==> src/rtl/wb_pio_master_if.sv <==
// Command/response stream and Wishbone classic bus signals of the PIO bus initiator.
// The master modport is the initiator's view. The slave modport is the environment's view.
interface wb_pio_master_if;
  logic        cmd_valid;
  logic        cmd_ready;
  logic        cmd_we;
  logic [31:0] cmd_adr;
  logic [31:0] cmd_dat;
  logic [3:0]  cmd_sel;

  logic        rsp_valid;
  logic        rsp_ready;
  logic [31:0] rsp_dat;
  logic        rsp_err;

  logic        wbm_cyc_o;
  logic        wbm_stb_o;
  logic        wbm_we_o;
  logic [3:0]  wbm_sel_o;
  logic [31:0] wbm_adr_o;
  logic [31:0] wbm_dat_o;
  logic        wbm_ack_i;
  logic [31:0] wbm_dat_i;

  logic        busy;

  modport master (
    input  cmd_valid, cmd_we, cmd_adr, cmd_dat, cmd_sel,
    output cmd_ready,
    output rsp_valid, rsp_dat, rsp_err,
    input  rsp_ready,
    output wbm_cyc_o, wbm_stb_o, wbm_we_o, wbm_sel_o, wbm_adr_o, wbm_dat_o,
    input  wbm_ack_i, wbm_dat_i,
    output busy
  );

  modport slave (
    output cmd_valid, cmd_we, cmd_adr, cmd_dat, cmd_sel,
    input  cmd_ready,
    input  rsp_valid, rsp_dat, rsp_err,
    output rsp_ready,
    input  wbm_cyc_o, wbm_stb_o, wbm_we_o, wbm_sel_o, wbm_adr_o, wbm_dat_o,
    output wbm_ack_i, wbm_dat_i,
    input  busy
  );
endinterface

==> src/rtl/wb_pio_master.sv <==
// Wishbone classic initiator: queues valid/ready commands and issues one bus cycle at a time.
// Each command returns exactly one response, and a missing ack is reported as a timeout.
module wb_pio_master #(
  parameter int FIFO_DEPTH = 4,
  parameter int TIMEOUT    = 255
) (
  input  logic            wb_clk_i,
  input  logic            wb_rst_ni,
  wb_pio_master_if.master bus
);
  localparam int              PW       = $clog2(FIFO_DEPTH);
  localparam int              CW       = PW + 1;
  localparam logic [CW-1:0]   CNT_FULL = CW'(FIFO_DEPTH);
  localparam logic [15:0]     TMR_LAST = 16'(TIMEOUT - 1);

  typedef enum logic [1:0] {S_IDLE, S_BUS, S_RSP} state_t;

  typedef struct packed {
    logic        we;
    logic [31:0] adr;
    logic [31:0] dat;
    logic [3:0]  sel;
  } cmd_t;

  state_t        state_q, state_d;
  logic [PW-1:0] wr_ptr_q, wr_ptr_d;
  logic [PW-1:0] rd_ptr_q, rd_ptr_d;
  logic [CW-1:0] count_q, count_d;
  logic [15:0]   tmr_q, tmr_d;

  logic          cyc_q, cyc_d;
  logic          we_q, we_d;
  logic [3:0]    sel_q, sel_d;
  logic [31:0]   adr_q, adr_d;
  logic [31:0]   dat_q, dat_d;

  logic          rsp_valid_q, rsp_valid_d;
  logic [31:0]   rsp_dat_q, rsp_dat_d;
  logic          rsp_err_q, rsp_err_d;

  cmd_t          fifo_q [FIFO_DEPTH];
  cmd_t          wr_entry;
  cmd_t          head;
  logic          push;
  logic          pop;
  logic          start;
  logic          timed_out;

  // Ready depends on occupancy only, so a full FIFO never accepts a command, even while popping.
  assign bus.cmd_ready = wb_rst_ni && (count_q < CNT_FULL);
  assign push          = bus.cmd_valid && bus.cmd_ready;
  assign wr_entry      = {bus.cmd_we, bus.cmd_adr, bus.cmd_dat, bus.cmd_sel};
  assign head          = fifo_q[rd_ptr_q];

  assign start     = (state_q == S_IDLE) && (count_q != '0) && !rsp_valid_q;
  assign pop       = start;
  assign timed_out = (tmr_q == TMR_LAST);

  always_ff @(posedge wb_clk_i) begin
    if (push) begin
      fifo_q[wr_ptr_q] <= wr_entry;
    end
  end

  always_comb begin
    wr_ptr_d = push ? wr_ptr_q + PW'(1) : wr_ptr_q;
    rd_ptr_d = pop  ? rd_ptr_q + PW'(1) : rd_ptr_q;
    count_d  = count_q;
    case ({push, pop})
      2'b10:   count_d = count_q + CW'(1);
      2'b01:   count_d = count_q - CW'(1);
      default: count_d = count_q;
    endcase
  end

  always_ff @(posedge wb_clk_i) begin
    if (!wb_rst_ni) begin
      state_q     <= S_IDLE;
      wr_ptr_q    <= '0;
      rd_ptr_q    <= '0;
      count_q     <= '0;
      tmr_q       <= '0;
      cyc_q       <= 1'b0;
      we_q        <= 1'b0;
      sel_q       <= '0;
      adr_q       <= '0;
      dat_q       <= '0;
      rsp_valid_q <= 1'b0;
      rsp_dat_q   <= '0;
      rsp_err_q   <= 1'b0;
    end else begin
      state_q     <= state_d;
      wr_ptr_q    <= wr_ptr_d;
      rd_ptr_q    <= rd_ptr_d;
      count_q     <= count_d;
      tmr_q       <= tmr_d;
      cyc_q       <= cyc_d;
      we_q        <= we_d;
      sel_q       <= sel_d;
      adr_q       <= adr_d;
      dat_q       <= dat_d;
      rsp_valid_q <= rsp_valid_d;
      rsp_dat_q   <= rsp_dat_d;
      rsp_err_q   <= rsp_err_d;
    end
  end

  always_comb begin
    state_d = state_q;
    case (state_q)
      S_IDLE:  if (start) state_d = S_BUS;
      S_BUS:   if (bus.wbm_ack_i || timed_out) state_d = S_RSP;
      S_RSP:   if (bus.rsp_ready) state_d = S_IDLE;
      default: state_d = S_IDLE;
    endcase
  end

  always_comb begin
    cyc_d       = cyc_q;
    we_d        = we_q;
    sel_d       = sel_q;
    adr_d       = adr_q;
    dat_d       = dat_q;
    tmr_d       = tmr_q;
    rsp_valid_d = rsp_valid_q;
    rsp_dat_d   = rsp_dat_q;
    rsp_err_d   = rsp_err_q;
    case (state_q)
      S_IDLE: begin
        if (start) begin
          cyc_d = 1'b1;
          we_d  = head.we;
          sel_d = head.sel;
          adr_d = head.adr;
          dat_d = head.we ? head.dat : '0;
          tmr_d = '0;
        end
      end
      S_BUS: begin
        // An ack on the final timeout cycle still counts as a normal completion.
        if (bus.wbm_ack_i) begin
          cyc_d       = 1'b0;
          rsp_valid_d = 1'b1;
          rsp_dat_d   = we_q ? '0 : bus.wbm_dat_i;
          rsp_err_d   = 1'b0;
        end else if (timed_out) begin
          cyc_d       = 1'b0;
          rsp_valid_d = 1'b1;
          rsp_dat_d   = '0;
          rsp_err_d   = 1'b1;
        end else begin
          tmr_d = tmr_q + 16'd1;
        end
      end
      S_RSP: begin
        if (bus.rsp_ready) begin
          rsp_valid_d = 1'b0;
        end
      end
      default: begin
        cyc_d = 1'b0;
      end
    endcase
  end

  assign bus.wbm_cyc_o = cyc_q;
  assign bus.wbm_stb_o = cyc_q;
  assign bus.wbm_we_o  = we_q;
  assign bus.wbm_sel_o = sel_q;
  assign bus.wbm_adr_o = adr_q;
  assign bus.wbm_dat_o = dat_q;

  assign bus.rsp_valid = rsp_valid_q;
  assign bus.rsp_dat   = rsp_dat_q;
  assign bus.rsp_err   = rsp_err_q;

  assign bus.busy = (count_q != '0) || (state_q != S_IDLE) || rsp_valid_q;
endmodule

==> src/flat_wrapper.sv <==
// flat-port wrapper written by rule: the top's interface ports become plain ports
module wb_pio_master_flat 
#(
  parameter int FIFO_DEPTH = 4,
  parameter int TIMEOUT    = 255
)
  (wb_clk_i, wb_rst_ni, bus_cmd_valid, bus_cmd_we, bus_cmd_adr, bus_cmd_dat, bus_cmd_sel, bus_cmd_ready, bus_rsp_valid, bus_rsp_dat, bus_rsp_err, bus_rsp_ready, bus_wbm_cyc_o, bus_wbm_stb_o, bus_wbm_we_o, bus_wbm_sel_o, bus_wbm_adr_o, bus_wbm_dat_o, bus_wbm_ack_i, bus_wbm_dat_i, bus_busy);
  wb_pio_master_if bus_i ();
  input  logic wb_clk_i;
  input  logic wb_rst_ni;
  input wire logic [$bits(bus_i.cmd_valid)-1:0] bus_cmd_valid;
  input wire logic [$bits(bus_i.cmd_we)-1:0] bus_cmd_we;
  input wire logic [$bits(bus_i.cmd_adr)-1:0] bus_cmd_adr;
  input wire logic [$bits(bus_i.cmd_dat)-1:0] bus_cmd_dat;
  input wire logic [$bits(bus_i.cmd_sel)-1:0] bus_cmd_sel;
  output wire logic [$bits(bus_i.cmd_ready)-1:0] bus_cmd_ready;
  output wire logic [$bits(bus_i.rsp_valid)-1:0] bus_rsp_valid;
  output wire logic [$bits(bus_i.rsp_dat)-1:0] bus_rsp_dat;
  output wire logic [$bits(bus_i.rsp_err)-1:0] bus_rsp_err;
  input wire logic [$bits(bus_i.rsp_ready)-1:0] bus_rsp_ready;
  output wire logic [$bits(bus_i.wbm_cyc_o)-1:0] bus_wbm_cyc_o;
  output wire logic [$bits(bus_i.wbm_stb_o)-1:0] bus_wbm_stb_o;
  output wire logic [$bits(bus_i.wbm_we_o)-1:0] bus_wbm_we_o;
  output wire logic [$bits(bus_i.wbm_sel_o)-1:0] bus_wbm_sel_o;
  output wire logic [$bits(bus_i.wbm_adr_o)-1:0] bus_wbm_adr_o;
  output wire logic [$bits(bus_i.wbm_dat_o)-1:0] bus_wbm_dat_o;
  input wire logic [$bits(bus_i.wbm_ack_i)-1:0] bus_wbm_ack_i;
  input wire logic [$bits(bus_i.wbm_dat_i)-1:0] bus_wbm_dat_i;
  output wire logic [$bits(bus_i.busy)-1:0] bus_busy;
  assign bus_i.cmd_valid = bus_cmd_valid;
  assign bus_i.cmd_we = bus_cmd_we;
  assign bus_i.cmd_adr = bus_cmd_adr;
  assign bus_i.cmd_dat = bus_cmd_dat;
  assign bus_i.cmd_sel = bus_cmd_sel;
  assign bus_cmd_ready = bus_i.cmd_ready;
  assign bus_rsp_valid = bus_i.rsp_valid;
  assign bus_rsp_dat = bus_i.rsp_dat;
  assign bus_rsp_err = bus_i.rsp_err;
  assign bus_i.rsp_ready = bus_rsp_ready;
  assign bus_wbm_cyc_o = bus_i.wbm_cyc_o;
  assign bus_wbm_stb_o = bus_i.wbm_stb_o;
  assign bus_wbm_we_o = bus_i.wbm_we_o;
  assign bus_wbm_sel_o = bus_i.wbm_sel_o;
  assign bus_wbm_adr_o = bus_i.wbm_adr_o;
  assign bus_wbm_dat_o = bus_i.wbm_dat_o;
  assign bus_i.wbm_ack_i = bus_wbm_ack_i;
  assign bus_i.wbm_dat_i = bus_wbm_dat_i;
  assign bus_busy = bus_i.busy;
  wb_pio_master #(.FIFO_DEPTH(FIFO_DEPTH), .TIMEOUT(TIMEOUT)) u_core (.wb_clk_i(wb_clk_i), .wb_rst_ni(wb_rst_ni), .bus(bus_i));
endmodule
==> config.mk <==
export PLATFORM = sky130hd
export DESIGN_NAME = wb_pio_master_flat
export DESIGN_NICKNAME = d
export VERILOG_FILES = /design/src/rtl/wb_pio_master_if.sv /design/src/rtl/wb_pio_master.sv /design/src/flat_wrapper.sv
export SDC_FILE = /design/constraint.sdc
export NUM_CORES = 1
export LEC_CHECK = 0
export CAP_MARGIN = 20
export CORE_UTILIZATION = 40
export CTS_BUF_LIST = sky130_fd_sc_hd__clkbuf_2
export DETAILED_ROUTE_END_ITERATION = 7
export HOLD_SLACK_MARGIN = 0.12
export SLEW_MARGIN = 40
export SYNTH_ARGS = -nofsm -noshare
export SYNTH_HDL_FRONTEND = slang
export SYNTH_SLANG_ARGS = --single-unit
==> constraint.sdc <==
create_clock -name wb_clk_i -period 4.55 [get_ports wb_clk_i]
set_clock_uncertainty 0.1 [all_clocks]
set_input_delay 1.365 -clock wb_clk_i [delete_from_list [all_inputs] [get_ports wb_clk_i]]
set_output_delay 1.365 -clock wb_clk_i [all_outputs]
set_load 0.01 [all_outputs]
==> After elaboration in Yosys (flattened, before gate mapping) <==
Memories as Yosys holds them, arrays and structs flattened. A register that Yosys moved wholly into a read port is not among the register bits.
Index checks and enable logic that the tools add are counted.
W data, S select, Z words.
{ "word_totals": {"register_bits": 129, "mem_bits_rw": 276, "out_inout_bits": 107, "elab_cells": 79, "mem_count": 1} }
{ "classes": {"add_sub_neg": 5, "order_cmp": 1, "eq_ne": 11, "mux": 26, "bitwise_logic": 1, "n_reduce_logical": 21} }
{ "mem_list": {"columns": ["memory", "depth", "word_bits", "read_ports", "rd_ports_with_merged_regs", "wr", "line", "text"], "rows": [
  ["u_core.fifo_q", 4, 69, 1, 1, 1, "wb_pio_master.sv:41", "cmd_t fifo_q [FIFO_DEPTH];"]
]} }
{ "ops": {"columns": ["cell", "count"], "rows": [
  ["$mux W32", 4],
  ["$mux W16", 3],
  ["$pmux W16 S2", 1],
  ["$add A16 B1 Y16 const B", 1],
  ["$eq A16 B8 Y1 const B", 1],
  ["$mux W2", 5],
  ["$reduce_bool A2 Y1", 5],
  ["$mux W1", 9],
  ["$reduce_and A3 Y1", 3],
  ["$ne A2 B2 Y1 const B", 3],
  ["$pmux W2 S3", 1],
  ["$pmux W3 S2", 1],
  ["$add A2 B1 Y2 const B", 2],
  ["$eq A2 B1 Y1 const B", 2],
  ["$eq A2 B2 Y1 const B", 2],
  ["$logic_and A1 B1 Y1", 4],
  ["$ne A2 B1 Y1 const B", 2],
  ["$reduce_and A2 Y1", 2],
  ["$reduce_and A4 Y1", 1],
  ["$add A3 B1 Y3 const B", 1],
  ["$logic_or A1 B1 Y1", 3],
  ["$lt A3 B3 Y1 const B", 1],
  ["$ne A3 B2 Y1 const B", 1],
  ["$pmux W1 S3", 1],
  ["other kinds (6)", 6]
]} }

==> Longest topological paths before layout <==
Gate-level depths: netlist of run 1.
{ "depth": {"ltp_word": 5, "mapped_depth": 11, "depth_no_buf": 10} }

==> Worst setup path after synthesis of run 1 <==
No wires, ideal clock.
{ "synth_path": {"path_kind": "input port to flip-flop", "start": "input wb_rst_ni", "end": "memory u_core.fifo_q[0][0] (netlist name), enable pin", "setup_time_ps": 435, "arrival_ps": 3713, "required_ps": 4015, "path_slack_ps": 302, "stages": 4, "cell_sequence": "clkbuf_1 inv_1 nor2_1 and3_1"} }
{ "synth_between": {"elab_chain_len": 4} }
{ "synth_lines": {"columns": ["element", "line", "text"], "rows": [
  ["start, declared", "flat_wrapper.sv:10", "input logic wb_rst_ni;"],
  ["$logic_and A1 B1 Y1", "wb_pio_master.sv:50", "assign bus.cmd_ready = wb_rst_ni && (count_q < CNT_FULL);"],
  ["named net bus_cmd_ready", "flat_wrapper.sv:16", "output wire logic [$bits(bus_i.cmd_ready)-1:0] bus_cmd_ready;"],
  ["$logic_and A1 B1 Y1", "wb_pio_master.sv:51", "assign push = bus.cmd_valid && bus.cmd_ready;"],
  ["$mux W1", "wb_pio_master.sv:60", "if (push) begin"],
  ["$mux W1 (not written as such)", "wb_pio_master.sv:61", "fifo_q[wr_ptr_q] <= wr_entry;"],
  ["end, declared", "wb_pio_master.sv:41", null]
]} }
The timed path passes the listed nets, and every way through them passes these cells.

==> Worst setup path in the final report of run 1 <==
{ "layout_path": {"start": "input wb_rst_ni", "end": "output bus_cmd_ready"} }
{ "layout_between": {"elab_chain_len": 1} }
{ "layout_lines": {"columns": ["element", "line"], "rows": [
  ["$logic_and A1 B1 Y1", "wb_pio_master.sv:50"],
  ["end, declared", "flat_wrapper.sv:16"]
]} }
Every way passes these cells.

==> metrics.csv, run 1 <==
metric;value;unit
cts_buffer_depth;3;
ys_ff_latch;407;
tightest_slew;0.803;ns
grt_pass1_wl;51.9;mm
cts-resized-gates;0;
cp-start-kind;input pin;
power_leakage;6.21;nW
die_height;194;um
slew_headroom;46.0;%
cts-root-buf;clkbuf_2;
grt_util_all_layers;17.8;%
slew_violations;0;
synth_edf_count;276;
worstPathArrival;2.64;ns
max_clock_freq;244;MHz
ant_nets;0;
synthDistinctLibCells;42;
avgSynthCellArea;16.1;um2
viasPerCell;5.10;
die_x;194;um
finalCritPeriodShare;90.2;%
io_buffers;212;
multi_input_area;3620;um2
area_growth;24.7;%
post_drt_wl_per_cell;18.7;um
hold_start;u_core.bus.wbm_adr_o[16];
hold_viol_final;0;
syn_nets;1035;
period_needed;4.10;ns
clkTransAtPathRegs;0.08;ns
fillers;3177;
grt_remaining_overflow;0;
num-nets-final;1315;
cts_sinks;407;
final_cell_area;18500;um2
ir_drop;339;uV
ioPinCount;213;
gp_congestion;0.801;
maxCapViolCount;0;
start_util;40.6;%
synth_area_leaders;edfxtp_1, dfxtp_1, mux4_2;
finalSetupViolCount;0;
worst_hold_path_type;reg2reg;
htreeDepth;3;
grt_pass1_vias;9336;
powerDensity;513;nW/um2
first_pass_iters;4;
power.total;0.00947;W
drc;0;
async_flop_share;0;%
drt_iter0_drc;365;
ys_seq_area_share;73.7;%
crit_type;in2out;
dieArea;37800;um2
synth_flop_cell;edfxtp_1;
synth_warnings;0;
end_kind;output port;
hold_buffers;0;
critPathRequiredTime;3.08;ns
placed_area;17500;um2
hpwlAfterDp;18.9;mm
antenna_found_initial;4;
crit_fanout;2;
r2r_start;u_core.bus.rsp_valid;
synthCells;921;
wl;32.8;mm
netlist_area;14800;um2
final_layout_size_suffix_gt1_share;21.1;%
yosys.area.top_type;edfxtp_1;
post_cts_buffers;0;
worstSkewPairLatency;0.94;ns
ff_latch_area;10900;um2
cts_buffers;104;
fin_setup_tns;0;ns
grt_max_degree;84;
grt_setup_unrepaired;no;
rows;70;
num_vias;8942;
core_area;36500;um2
synth_top_area_share;56.0;%
cts_tree;done;
crit_start;wb_rst_ni;
outcome;finished, final reports clean;
-- logic make-up after synthesis --
group	count (synthesis)	share of synthesized area, %
xor+xnor	5	0.296
simple gates	218	6.74
compound gates	145	5.98
mux	69	10.5
flops	407	73.7
buf+inv	69	2.10
fa+ha+maj	8	0.726
-- cell type report --
| type | instances | area share (%) |
|---|---|---|
| diodes | 3 | 0.0406 |
| clock buffers | 164 | 4.44 |
| clock inverters | 23 | 0.522 |
| inverters | 13 | 0.278 |
| multi-input cells | 445 | 19.6 |
| flip-flops and latches | 407 | 59.1 |
| well taps | 468 | 3.17 |
| repair buffers | 230 | 12.8 |
-- synth_stat cells, types with 5 or more instances --
cell	instances
a21oi_1	80
a22o_1	32
and3_1	7
buf_1	7
buf_2	9
buf_6	5
clkbuf_1	34
dfxtp_1	131
edfxtp_1	276
ha_1	7
inv_1	12
mux4_2	69
nand2_1	124
nand3_1	37
nand4_1	8
nor2_1	15
nor3_1	5
o21ai_0	18
o31ai_1	6
or3_1	6
-- final timing paths --
path                              endpoint  slack, ns  cells after the start
setup / recovery             bus_cmd_ready       0.45                      4
hold / removal    u_core.bus.wbm_adr_o[16]       0.36                      2
setup reg to reg         u_core.count_q[2]       1.89                      9
hold reg to reg   u_core.bus.wbm_adr_o[16]       0.36                      2
-- flip-flops by register name (all words and copies together) (netlist names), named ones only --
name	count
u_core.fifo_q	276
u_core.bus.rsp_dat	32
u_core.bus.wbm_adr_o	32
u_core.bus.wbm_dat_o	32
u_core.tmr_q	16
u_core.bus.wbm_sel_o	4
u_core.count_q	3
u_core.rd_ptr_q	2
u_core.state_q	2
u_core.wr_ptr_q	2
u_core.bus.rsp_err	1
u_core.bus.rsp_valid	1
u_core.bus.wbm_cyc_o	1
u_core.bus.wbm_we_o	1
-- routing by layer --
layer / share of wire, % / track usage, % / up-vias
met5: 0.079 / 0 / -
met4: 1.9 / 6.55 / 4
met3: 6.9 / 5.81 / 62
met2: 47 / 28.0 / 285
met1: 44 / 23.1 / 4439
li1: - / - / 4152
-- placed cells by master, fill, tap and decap left out, types with 2 or more instances in the layout --
cell type	netlist	routed
a21oi_1	80	80
a22o_1	32	32
a31oi_1	3	3
and2_1	3	3
and3_1	7	3
and3_4	0	4
and4_1	3	3
buf_12	0	8
buf_4	1	7
buf_6	5	3
clkbuf_2	0	164
clkdlybuf4s50_1	0	212
clkinv_1	0	18
clkinv_2	0	3
dfxtp_1	131	129
dfxtp_4	0	2
diode_2	0	3
edfxtp_1	276	276
ha_1	7	7
inv_1	12	11
inv_2	1	2
mux4_2	69	68
nand2_1	124	124
nand3_1	37	37
nand3b_1	2	2
nand4_1	8	8
nor2_1	15	15
nor2b_1	2	2
nor3_1	5	4
o21ai_0	18	18
o31ai_1	6	6
or3_1	6	6
xnor2_1	2	2
xor2_1	3	3
-- report_power, final --
part	internal, W	switching (W)	total, W
combinational	0.00118	0.00140	0.00258
clock	0.000947	0.00142	0.00236
sequential	0.00432	0.000207	0.00453
-- per-stage QoR --
step	hold WS, ns	util (%)	std cells	worst slack [ns]
after floorplan	0.349	-	921	0.302
after global placement	0.344	48.0	1563	0.471
after detailed placement	0.346	48.0	1563	0.455
after CTS	0.359	50.6	1750	0.444
after global routing	0.378	50.6	1752	0.360
final	0.357	50.6	1753	0.448
-- critical path, stage by stage --
cell and delay (ns):
clkdlybuf4s50_1 0.51, clkinv_2 0.08, nor2_1 0.13, clkdlybuf4s50_1 0.56
Power figures use the tool's default switching activity.
==> run 2, diff against run 1 <==
--- a/config.mk
+++ b/config.mk
@@ -5,11 +5,14 @@
 export SDC_FILE = /design/constraint.sdc
 export NUM_CORES = 1
 export LEC_CHECK = 0
+export ABC_AREA = 1
 export CAP_MARGIN = 20
-export CORE_UTILIZATION = 40
+export CORE_UTILIZATION = 50
 export CTS_BUF_LIST = sky130_fd_sc_hd__clkbuf_2
 export DETAILED_ROUTE_END_ITERATION = 7
 export HOLD_SLACK_MARGIN = 0.12
+export PLACE_DENSITY = 0.74
+export SETUP_SLACK_MARGIN = 0.05
 export SLEW_MARGIN = 40
 export SYNTH_ARGS = -nofsm -noshare
 export SYNTH_HDL_FRONTEND = slang
==> run 2 against run 1 <==
Net effect: cell area is 1.2% higher; global-route usage increased by 4.3 points; count of clock-buffer cells in the layout fell by 31; combinational power up 9.3%; first-iteration DRC count is 90% higher; worst setup slack improved by 0.42 ns.
==> metrics.csv, run 2 <==
metric;value;unit;change
outcome;finished, final reports clean;;
multi_input_area;3890;um2;+7.2%
maxCapViolCount;0;;unchanged
rr_worst_depth;9;;unchanged
synth_warnings;0;;unchanged
grt_max_degree;79;;-6.0%
worst_hold_path_type;reg2reg;;
slew_violations;0;;unchanged
first_pass_iters;5;;+1
final_layout_size_suffix_gt1_share;11.5;%;-9.6 points
critPathSlowestCell;clkdlybuf4s50_1;;
netlist_area;15300;um2;+3.4%
crit_buf_inv;2;;-1
synth_flop_cell;edfxtp_1;;
fillers;2371;;-25%
ir_drop;380;uV;+12%
ioPinCount;213;;unchanged
final_common_cell;edfxtp_1;;
power.internal;0.00637;W;-1.2%
grt_setup_unrepaired;no;;
swShare;35.1;%;+3.2 points
finalCritPeriodShare;80.9;%;-9.3 points
worstSkewPairLatency;0.96;ns;+0.02 ns
grt_pass1_wl;54.0;mm;+4.0%
grt_util_all_layers;22.2;%;+4.3 points
ant_nets;0;;unchanged
worst_hold_path.endpoint;u_core.bus.rsp_dat[11];;
htreeDepth;3;;unchanged
cts_sinks;407;;unchanged
slew_headroom;47.6;%;+1.6 points
yosysMostFrequentCell;edfxtp_1;;
ys_ff_latch;407;;unchanged
rrSetupSlack;2.11;ns;+0.22 ns
period_needed;3.68;ns;-0.423 ns
core_area;29900;um2;-18%
cts_tree;done;;
cts_buffers;98;;-5.8%
synth_edf_count;276;;unchanged
place_ws;0.908;ns;+0.453 ns
io_buffers;212;;unchanged
synth_area_leaders;edfxtp_1, dfxtp_1, nor2_1;;
synthTopCellsByCount;edfxtp_1, nor2_1, nand2_1;;
dieArea;31300;um2;-17%
async_flop_share;0;%;unchanged
num_vias;10900;;+22%
crit_family;buffers and inverters;;
tightest_slew;0.786;ns;-0.0179 ns
avgSynthCellArea;11.2;um2;-31%
power_leakage;6.57;nW;+5.9%
p_comb_share;28.7;%;+1.5 points
die_x;177;um;-9.0%
cpPeakStageDelay;0.56;ns;about the same
hpwlAfterDp;19.3;mm;+2.2%
drt_iter0_drc;694;;+90%
cp-start-kind;flip-flop;;
cts-resized-gates;0;;unchanged
clkTransAtPathRegs;0.10;ns;+0.02 ns
ff_latch_area;10900;um2;about the same
yosys.area.top_type;edfxtp_1;;
crit_type;reg2out;;
area_growth;22.0;%;
drc;0;;unchanged
cts_buffer_depth;3;;unchanged
grt_pass1_vias;10700;;+15%
hold_start;u_core.bus.rsp_dat[11];;
gp_congestion;0.806;;+0.59%
post_drt_wl_per_cell;16.4;um;-12%
r2r_end;u_core.count_q[2];;
wl;34.4;mm;+5.0%
finalSetupViolCount;0;;unchanged
viasPerCell;5.21;;+2.2%
post_cts_buffers;0;;unchanged
r2r_start;u_core.count_q[2];;
num-nets-final;1734;;+32%
hold_buffers;0;;unchanged
crit_start;u_core.state_q[0];;
clockPowerShare;24.0;%;-1.0 points
grt_remaining_overflow;0;;unchanged
critPathRequiredTime;3.08;ns;about the same
hold_path_depth;2;;unchanged
power.switching;0.00344;W;+14%
antenna_found_initial;3;;-1
finalWorstSetupSlack;0.871;ns;+0.423 ns
max_clock_freq;272;MHz;+12%
largest_reg_flops;276;;unchanged
synthDistinctLibCells;31;;-26%
synthCells;1371;;+49%
worstPathArrival;2.21;ns;-0.43 ns
cp_cell_sequence;inv_2 -> nand2_2 -> nor2_2 -> nand2_1 -> clkdlybuf4s50_1;;
die_height;177;um;-9.0%
ys_seq_area_share;71.2;%;-2.4 points
synth_top_area_share;54.1;%;-1.8 points
start_util;51.3;%;+11 points
hold_viol_final;0;;unchanged
power.total;0.00981;W;+3.6%
top_register;u_core.fifo_q;;
seq_power_share;47.3;%;-0.5 points
final_cell_mix;edfxtp_1, nor2_1, clkdlybuf4s50_1, nand2_1, o21ai_0;;
end_kind;output port;;
syn_nets;1485;;+43%
rows;63;;-10%
cts-root-buf;clkbuf_2;;
powerDensity;525;nW/um2;+2.4%
crit_fanout;3;;+1
-- run 2: changes by cell type after synthesis, sizes merged, moves of 32 or more --
| cell | change |
|---|---|
| a22o | -32 |
| a31oi | +33 |
| inv | +32 |
| mux4 | -69 |
| nand2 | +85 |
| nor2 | +232 |
| o21ai | +165 |
-- run 2: power by group through the flow --
| stage | logic, W | clock network, W | registers, W |
|---|---|---|---|
| detailed placement | 0.00282 | 0 | 0.00472 |
| finish | 0.00282 | 0.00236 | 0.00464 |
| CTS | 0.00283 | 0.00243 | 0.00465 |
| global route | 0.00314 | 0.00262 | 0.00469 |
| global placement | 0.00267 | 0 | 0.00477 |
| floorplan | 0.00166 | 0 | 0.00474 |
-- run 2: worst register-to-register path: cells and delay by family, from the launching register on --
| kind | cells | cell delay, ns |
|---|---|---|
| AOI/OAI and AO/OA | 2 | 0.26 |
| xor gates and xnor gates | 1 | 0.14 |
| adders and majority gates | 2 | 0.64 |
| buffers and inverters | 1 | 0.07 |
| DFF | 1 | 0.49 |
| and+or+nand+nor | 3 | 0.62 |
-- run 2: cell type report --
class	count	share of cell area, %
Inverter	45	0.917
Multi-Input combinational cell	837	20.8
Tap cell	390	2.61
Clock buffer	133	3.56
Sequential cell	407	58.4
Clock inverter	53	1.46
Timing Repair Buffer	231	12.2
Antenna cell	2	0.0268
-- run 2: through the flow --
step,hold WS (ns),TNS [ns],util (%),instances,area [um2]
4_1_cts,0.368,0,62.5,2096,18700
6_report,0.366,0,62.6,2098,18700
3_5_place_dp,0.352,0,59.4,1910,17700
3_3_place_gp,0.345,0,59.3,1908,17700
2_1_floorplan,0.336,-220.42,-,1371,15300
5_1_grt,0.386,0,62.6,2097,18700
-- run 2: worst max path at each step --
stage / cells past startpoint / slack, ns / endpoint
2_1_floorplan: 4 / -0.80 / u_core.fifo_q[0][0]
4_1_cts: 5 / 0.77 / bus_busy
6_report: 5 / 0.87 / bus_busy
5_1_grt: 5 / 0.75 / bus_busy
3_3_place_gp: 4 / 0.92 / bus_cmd_ready
3_5_place_dp: 4 / 0.91 / bus_cmd_ready
-- run 2: cells by family (layout without fill, tap and decap cells) --
logic type | Yosys count | in the layout | synth area share (%)
buffers and inverters | 127 | 462 | 3.59
other | 0 | 2 | 0
adder cells (fa/ha/maj) | 8 | 8 | 0.702
AND/OR/NAND/NOR | 488 | 488 | 12.6
flip-flops | 407 | 407 | 71.2
AO/OA/AOI/OAI | 340 | 340 | 11.9
XOR/XNOR | 1 | 1 | 0.0572
-- run 2: layer usage --
layer  routed length (um)  global-route usage [%]
met1                14100                    27.3
met2                17400                    37.6
met3                 2140                    5.09
met4                  736                    8.98
met5                   10                       0
==> run 3, diff against run 2 <==
--- a/config.mk
+++ b/config.mk
@@ -11,7 +11,7 @@
 export CTS_BUF_LIST = sky130_fd_sc_hd__clkbuf_2
 export DETAILED_ROUTE_END_ITERATION = 7
 export HOLD_SLACK_MARGIN = 0.12
-export PLACE_DENSITY = 0.74
+export PLACE_DENSITY = 0.77
 export SETUP_SLACK_MARGIN = 0.05
 export SLEW_MARGIN = 40
 export SYNTH_ARGS = -nofsm -noshare
==> constraint.sdc (replaced) <==
create_clock -name wb_clk_i -period 3.3 [get_ports wb_clk_i]
set_clock_uncertainty 0.1 [all_clocks]
set_input_delay 0.99 -clock wb_clk_i [delete_from_list [all_inputs] [get_ports wb_clk_i]]
set_output_delay 0.99 -clock wb_clk_i [all_outputs]
set_load 0.01 [all_outputs]
==> run 3 against run 2 <==
Net effect: via count down 0.23%; utilization up 0.26 points; cell count down 0.43%; critical path type unchanged; sequential share of layout area down 0.24 points; routed wire length about the same.
==> metrics.csv, run 3 (synthesis gave the netlist of run 2 again) <==
metric;value;unit;change
outcome;finished, final reports clean;;
grt_pass1_vias;10800;;+1.1%
cts_tree;done;;
cp_cell_sequence;nor2_1 -> clkdlybuf4s50_1;;
viasPerCell;5.22;;+0.20%
drc;0;;unchanged
placed_area;17900;um2;+0.79%
first_pass_iters;5;;unchanged
crit_family;buffers and inverters;;
period_needed;3.11;ns;
finalSetupViolCount;0;;unchanged
critPathRequiredTime;2.21;ns;-0.87 ns
grt_max_degree;87;;+10%
area_growth;22.5;%;
slew_headroom;46.1;%;-1.6 points
fillers;2334;;-1.6%
top_register;u_core.fifo_q;;
num-nets-final;1738;;+0.23%
num_vias;10900;;-0.23%
critPathSlowestCell;clkdlybuf4s50_1;;
grt_util_all_layers;22.0;%;-0.20 points
drt_iter0_drc;761;;+9.7%
clkTransAtPathRegs;0.10;ns;about the same
grt_pass1_wl;53.9;mm;-0.17%
cts_buffer_depth;3;;unchanged
final_cell_area;18800;um2;+0.42%
worstPathArrival;2.02;ns;-0.19 ns
slew_violations;0;;unchanged
ant_nets;0;;unchanged
io_buffers;212;;unchanged
hold_viol_final;0;;unchanged
antenna_found_initial;1;;-2
worst_hold_slack;0.364;ns;-0.00256 ns
die_x;177;um;unchanged
hpwlAfterDp;20.5;mm;+6.3%
crit_fanout;4;;+1
crit_type;reg2out;;
cts_sinks;407;;unchanged
end_kind;output port;;
powerDensity;717;nW/um2;+37%
ir_drop;417;uV;+9.6%
ioPinCount;213;;unchanged
final_layout_size_suffix_gt1_share;12.1;%;+0.65 points
cp-start-kind;flip-flop;;
hold_buffers;0;;unchanged
power_leakage;6.62;nW;+0.72%
ff_latch_area;10900;um2;about the same
grt_remaining_overflow;0;;unchanged
die_height;177;um;unchanged
gp_congestion;0.835;;+3.6%
cts-root-buf;clkbuf_2;;
core_area;29900;um2;unchanged
max_clock_freq;322;MHz;
worstSkewPairLatency;0.88;ns;-0.08 ns
crit_buf_inv;1;;-1
maxCapViolCount;0;;unchanged
finalCritPeriodShare;94.2;%;
tightest_slew;0.809;ns;+0.0235 ns
cpPeakStageDelay;0.57;ns;about the same
rows;63;;unchanged
worst_hold_path_type;reg2reg;;
wl;34.4;mm;about the same
final_common_cell;edfxtp_1;;
htreeDepth;3;;unchanged
grt_setup_unrepaired;no;;
largest_reg_flops;276;;unchanged
dieArea;31300;um2;unchanged
multi_input_area;3890;um2;+0.16%
post_drt_wl_per_cell;16.5;um;+0.46%
start_util;51.3;%;unchanged
cts_buffers;95;;-3.1%
final_cell_mix;edfxtp_1, nor2_1, clkdlybuf4s50_1, nand2_1, o21ai_0;;
==> run 3: cell types whose count changed in the layout (fill, tap and decap cells not counted), moves of 3 or more <==
cell | previous run | this run
buf_12 | 1 | 8
clkbuf_2 | 133 | 147
clkinv_1 | 35 | 17
clkinv_2 | 10 | 0
inv_2 | 5 | 8
inv_6 | 3 | 0
==> run 3: final timing paths <==
check                          start                       end  slack [ns]  cells past startpoint
hold / removal    u_core.rd_ptr_q[1]                 flip-flop        0.36                      2
setup reg to reg           flip-flop  u_core.bus.wbm_dat_o[20]        1.26                      6
hold reg to reg   u_core.rd_ptr_q[1]                 flip-flop        0.36                      2
setup / recovery   u_core.count_q[2]             bus_cmd_ready        0.19                      2
==> run 3: power breakdown <==
part | internal (W) | switching (W) | leakage (nW) | total [W]
Sequential | 0.00601 | 0.000352 | 3.58 | 0.00636
Combinational | 0.00158 | 0.00240 | 2.38 | 0.00398
Clock | 0.00125 | 0.00186 | 0.668 | 0.00311
==> run 3: final cells by class <==
type                       instances  area share [%]
timing repair buffer             238            13.0
clock buffer                     147            3.92
clock inverter                    23           0.647
multi-input combinational        837            20.7
tap                              390            2.60
antenna                            2          0.0267
inverter                          45           0.913
sequential                       407            58.2
==> run 3: timing repair <==
item | in CTS | in global routing
endpoints found under the setup margin | 1 | 0
buffers inserted | 0 | 0
gates resized for setup | 3 | 0
==> run 3: per-stage QoR <==
step	setup WS, ns	util [%]	instances	power, W	TNS (ns)
after global placement	0.395	59.7	1914	0.0103	0
after floorplan	-0.560	-	1371	0.00882	-154.57
after global routing	0.0609	62.8	2088	0.0143	0
after CTS	0.135	62.7	2086	0.0136	0
after detailed placement	0.406	59.9	1916	0.0105	0
final	0.192	62.8	2089	0.0135	0
==> run 3: tightest hold or removal path, cell delays in order, from the launching register on <==
cell	delay, ns
dfxtp_1	0.31
inv_1	0.06
a21oi_1	0.07
==> run 3: routing by layer <==
layer	up-vias	share of wire, %	track usage [%]
met1	5124	41	26.9
li1	5341	-	-
met3	61	7.1	5.15
met4	0	1.9	8.44
met5	-	0	0
met2	382	50	37.5
